**src/rtl/twenty_bit_divider.sv**
```systemverilog
// Sequential restoring divider: 28-bit dividend / 8-bit divisor -> 20-bit quotient, 8-bit remainder.
// Optional macro TWENTY_BIT_DIVIDER_SATURATE_EN: overflow results saturate to all-ones instead of zero.
module twenty_bit_divider (
  input  logic        clock,
  input  logic        reset_n,
  input  logic        start,
  input  logic [27:0] dividend,
  input  logic [7:0]  divisor,
  output logic        busy,
  output logic        done,
  output logic [19:0] quotient,
  output logic [7:0]  remainder,
  output logic        overflow
);

`ifdef TWENTY_BIT_DIVIDER_SATURATE_EN
  localparam logic [19:0] OVF_QUOTIENT  = 20'hFFFFF;
  localparam logic [7:0]  OVF_REMAINDER = 8'hFF;
`else
  localparam logic [19:0] OVF_QUOTIENT  = 20'h0;
  localparam logic [7:0]  OVF_REMAINDER = 8'h0;
`endif

  typedef enum logic [1:0] {IDLE, DIVIDE, DONE} state_t;

  state_t      state, state_next;
  logic [7:0]  div_reg;
  logic [19:0] work;      // dividend bits shift out the top, quotient bits shift in the bottom
  logic [8:0]  rem;
  logic [4:0]  cnt;

  logic [8:0]  r_trial;
  logic [8:0]  rem_next;
  logic        q_bit;
  logic        accept;
  logic        ovf_at_accept;

  assign accept        = start && (state != DIVIDE);
  assign ovf_at_accept = dividend[27:20] >= divisor;  // also catches divisor == 0

  always_comb begin
    r_trial  = {rem[7:0], work[19]};
    q_bit    = r_trial >= {1'b0, div_reg};
    rem_next = q_bit ? (r_trial - {1'b0, div_reg}) : r_trial;
  end

  // NOTE: sequential state uses non-blocking assignments so every register samples pre-edge values.
  always_ff @(posedge clock or negedge reset_n) begin
    if (!reset_n) state <= IDLE;
    else          state <= state_next;
  end

  // NOTE: defaults first so every path assigns state_next and no latch is inferred.
  always_comb begin
    state_next = state;
    case (state)
      IDLE, DONE: begin
        if (accept) state_next = ovf_at_accept ? DONE : DIVIDE;
        else        state_next = IDLE;
      end
      DIVIDE:  if (cnt == 5'd0) state_next = DONE;
      default: state_next = IDLE;
    endcase
  end

  always_ff @(posedge clock or negedge reset_n) begin
    if (!reset_n) begin
      div_reg   <= '0;
      work      <= '0;
      rem       <= '0;
      cnt       <= '0;
      quotient  <= '0;
      remainder <= '0;
      overflow  <= 1'b0;
    end else begin
      case (state)
        IDLE, DONE: begin
          if (accept) begin
            div_reg <= divisor;
            work    <= dividend[19:0];
            rem     <= {1'b0, dividend[27:20]};
            cnt     <= 5'd19;
            if (ovf_at_accept) begin
              quotient  <= OVF_QUOTIENT;
              remainder <= OVF_REMAINDER;
              overflow  <= 1'b1;
            end
          end
        end
        DIVIDE: begin
          rem  <= rem_next;
          work <= {work[18:0], q_bit};
          cnt  <= cnt - 5'd1;
          if (cnt == 5'd0) begin
            quotient  <= {work[18:0], q_bit};
            remainder <= rem_next[7:0];
            overflow  <= 1'b0;
          end
        end
        default: ;
      endcase
    end
  end

  assign busy = (state == DIVIDE);
  assign done = (state == DONE);

endmodule

```
**config.mk**
```make
export PLATFORM = sky130hd
export DESIGN_NAME = twenty_bit_divider
export DESIGN_NICKNAME = d
export VERILOG_FILES = /design/src/rtl/twenty_bit_divider.sv
export SDC_FILE = /design/constraint.sdc
export NUM_CORES = 1
export LEC_CHECK = 0
export ABC_AREA = 1
export CORE_UTILIZATION = 35
export DETAILED_ROUTE_END_ITERATION = 6
export PLACE_DENSITY = 0.55
export REMOVE_ABC_BUFFERS = 1
export SKIP_LAST_GASP = 1
export SLEW_MARGIN = 5
export SYNTH_ARGS = -nofsm -noshare
export SYNTH_HDL_FRONTEND = slang
export SYNTH_SLANG_ARGS = --single-unit
```
**constraint.sdc**
```tcl
create_clock -name clock -period 4.3 [get_ports clock]
set_input_delay 0.86 -clock clock [delete_from_list [all_inputs] [get_ports clock]]
set_output_delay 0.86 -clock clock [all_outputs]
set_load 0.005 [all_outputs]
```
# == After elaboration in Yosys (flattened, before gate mapping) ==
# Cells that the tools add are included.
# totals
elab_cells,49
in_bits,39
regBits,72
output_inout_bits,31
# op_classes
eq_ne,6
muxes,23
reduce_logical,8
magnitude_cmp,2
n_addsub,2
# op_table
operator,count
20-bit two-way mux,4
20-bit one-hot mux with 2 select lines,2
8-bit two-way mux,5
8-bit one-hot mux with 2 select lines,2
5-bit one-hot mux with 2 select lines,1
9-bit by 8-bit greater-or-equal comparator with 1-bit output,1
8-bit greater-or-equal comparator,1
8-bit subtractor,1
2-bit two-way mux,3
5-bit logical NOT,1
5-bit two-way mux,1
"5-bit by 1-bit subtractor with 5-bit output, second input constant",1
"2-bit by 1-bit != test with 1-bit output, second input constant",2
"2-bit != test, second input constant",2
2-bit one-hot mux with 2 select lines,1
2-bit AND reduction,2
4-bit AND reduction,1
1-bit two-way mux,3
"2-bit by 1-bit equality test with 1-bit output, second input constant",1
"2-bit equality test, second input constant",1
2-bit logical NOT,1
1-bit one-hot mux with 2 select lines,1
2-bit nonzero test,1
2-bit OR reduction,1
1-bit logical AND,1

# == Longest topological paths before layout ==
# depth
depth_word,4
ltp_mapped,15
ltp_nobuf,13

# == Least setup slack after synthesis ==
# Ideal clock, no wire load.
# synth_path
path_type,in2reg
startpoint,input port divisor[5]
endpoint,register quotient[10]
slack_ns,2.142
required_time_ns,4.183
path_stages,12
arrival_ns,2.041
path_cell_list,inv_1 ha_1 a21oi_1 nor2_1 nor2_1 nand3_1 nand2_1 nand2_1 buf_4 buf_4 nand2_1 nand2_1
# synth_between
elab_chain_len,3
# synth_rtl
element,line_no,source
start: declaration,8,"input logic [7:0] divisor,"
8-bit greater-or-equal comparator,39,assign ovf_at_accept = dividend[27:20] >= divisor;
2-bit != test (no line),--,
4-bit AND reduction (no line),--,
end signal: assignment,95,"quotient <= {work[18:0], q_bit};"
end: declaration,11,"output logic [19:0] quotient,"
# Every way passes these cells.
# A chain may end at the register's enable or synchronous reset.

# == Worst setup path in the final report ==
# layout_path
startpoint,input port start
endpoint,register work[12]
# layout_between
elab_chain_len,3
# layout_rtl
element,line_no,source
start: declaration,6,"input logic start,"
1-bit logical AND,38,assign accept = start && (state != DIVIDE);
2-bit != test (no line),--,
2-bit AND reduction (no line),--,
end signal: assignment,80,work <= dividend[19:0];
end signal: assignment,92,"work <= {work[18:0], q_bit};"
end: declaration,28,logic [19:0] work;
# Every way passes these cells.

==> impl_results.md <==
* Root buffer cell: clkbuf_8
* DRT antenna net count at 0
* Req. time, crit path at 4.53 ns
* Initial Util at 36.0%
* Max-slew headroom at 49.3%
* Max-cap violations at 0
* Most common cell in the netlist: nand2_1
* Final Hold Fails at 0
* Gr ovfl total at 0
* Clock latency on the worst-skew pair at 0.35 ns
* CTS Buf Count at 9
* Async SR Flop Fraction at 100%
* Synth top area share at 45.9%
* Period minus WS final at 2.85 ns
* Top FF cell, synth: dfrtp_1
* HPWL after DPL at 6960 microns
* EDFF count, synth at 0
* Leak pwr at 2.52 nW
* Total number of vias at 3409
* Vias/cell at 4.88
* Top flop regs: quotient (20), work (20)
* Crit end category: flop
* # clock sinks at 72
* RSZ-0062 raised after global routing: false
* DRT Pass-1 Iters at 5
* Slew @ Worst Pin at 0.761 ns
* Share of cells above drive strength 1 at 6.81%
* Hold_sp: cnt[3]
* Initial antenna violation count at 0
* Setup violators final at 0
* Synth top cells by count: nand2_1, nand3_1, dfrtp_1
* Peak VDD IR at 0.000369 V
* Site Rows at 38
* GRT Total Usage at 18.8%
* Dpl ws at 1.10 ns
* RePlAce Congestion at 0.817
* CTS resizes at 0
* Arrival time worst endpoint at 3.08 ns
* Largest net degree at the start of global routing at 41
* Routed len/inst at 14.4 microns
* P&R area growth vs syn at 26.6%
* Critical Path Source Type: input port
* Run status: completed
* Worst r2r src: state[1]
* H-Tree Depth at 3
* Hold path depth at 1
* Drt total wl at 10000 microns
* CTS hold repair buffers at 0
* Core area at 10900 sq um
* CTS clk-pin slew, worst paths at 0.08 ns
* Buffer levels on the longest clock path at 2
* Final-stage net count at 611
* CTS tree: built
* Fmax at 351 MHz
* Post-Syn Instances at 489
* Ant. Diodes at 0
* Global-route wire length before repair at 17000 microns
* Vias in the first global route at 3392
* CP max FO at 26
* Setup bufs post-CTS at 0
* Die H at 108 microns
* WS Path Type: in -> reg
* Mean post-synth cell area at 8.02 sq um
* Reg2reg path depth at 6
* Remaining DRCs at 0
* # IOs at 70
* Yosys cell types at 34
* Seq/Total Area, Yosys at 45.9%
* Max Slew Vio Count at 0
* Syn. warnings at 0
* Pwr dens at 810 nW/um^2
* Die area at 11600 sq um
* Synthesized area at 3920 sq um
* Worst min path class: reg -> reg
* Setup ws final at 1.45 ns
* Die Span X at 108 microns
* Largest area contributor in the netlist: dfrtp_1
* Worst Setup SP: start
* Synth Register Bits at 72
* Fin crit share at 66.2%
* Initial drt markers at 200
* Top cells by area, synth: dfrtp_1, nand2_1, nand3_1
* Clk_skew at 0.00957 ns
* Layout Utilization at 45.6%
* # port buffers at 69
* Fin Setup TNS at 0 ns
## final timing paths
check                      slack, ns      endpoint
min in group asynchronous       0.57  quotient[16]
hold reg to reg                 0.48        cnt[3]
setup reg to reg                1.71      work[12]
setup / recovery                1.45      work[12]
max in group asynchronous       2.71  remainder[2]
hold / removal                  0.48        cnt[3]
## per-layer routing
layer  up-vias  global-route usage, %  wire, microns
met3         6                   3.57            427
met4         0                   4.40             95
met5         -                      0              0
met2        82                   30.3           4760
met1      1605                   26.1           4760
li1       1716                      -              -
## final cells by class
class                           instances  area (sq um)
Sequential cell                        72          1800
Clock buffer                           10           128
Inverter                               62           233
Clock inverter                          6           115
Tap cell                              140           175
Fill cell                            1111          5920
Multi-Input combinational cell        332          1780
Timing Repair Buffer                   76           738
## critical path, stage by stage
cell and delay (ns):
clkdlybuf4s50_1 0.45, nand2_1 0.40, nand2_1 0.64, inv_2 0.34, a221o_1 0.37
## metrics by stage
| step | cell area [sq um] | instances | total power, W | hold WS, ns |
|---|---|---|---|---|
| after floorplan | 3810 | 466 | 0.00262 | 0.441 |
| after global placement | 4720 | 682 | 0.00334 | 0.466 |
| after detailed placement | 4720 | 682 | 0.00336 | 0.467 |
| after CTS | 4970 | 698 | 0.00405 | 0.478 |
| after global routing | 4970 | 698 | 0.00441 | 0.512 |
| final | 4970 | 698 | 0.00402 | 0.479 |
## cells by family after synthesis
kind of cell / synth area share, %
compound gates: 8.23
xor+xnor: 0.893
fa+ha+maj: 6.25
buf+inv: 8.80
simple gates: 29.9
flops: 45.9
## cells in the final DEF (no fill, tap or decap), types with 3 or more instances in the layout
| cell | synthesis | layout |
|---|---|---|
| nand4_1 | 5 | 5 |
| clkbuf_8 | 0 | 9 |
| nand3_1 | 84 | 84 |
| a21oi_1 | 16 | 16 |
| ha_1 | 18 | 18 |
| xnor2_1 | 3 | 3 |
| clkdlybuf4s50_1 | 0 | 68 |
| buf_4 | 3 | 7 |
| o211ai_1 | 3 | 3 |
| inv_2 | 4 | 4 |
| nand2_1 | 128 | 128 |
| a221o_1 | 10 | 10 |
| nor2_1 | 30 | 30 |
| bufinv_16 | 0 | 3 |
| o21ai_0 | 18 | 18 |
| inv_1 | 57 | 57 |
| dfrtp_1 | 72 | 72 |
## where the power goes
group | internal [W] | leakage, nW | switching (W)
registers | 0.000994 | 0.902 | 0.000202
clock network | 0.000390 | 0.117 | 0.000277
logic | 0.000896 | 1.50 | 0.00126
total | 0.00228 | 2.52 | 0.00174
Note: power is estimated with default switching activity, not from simulation.
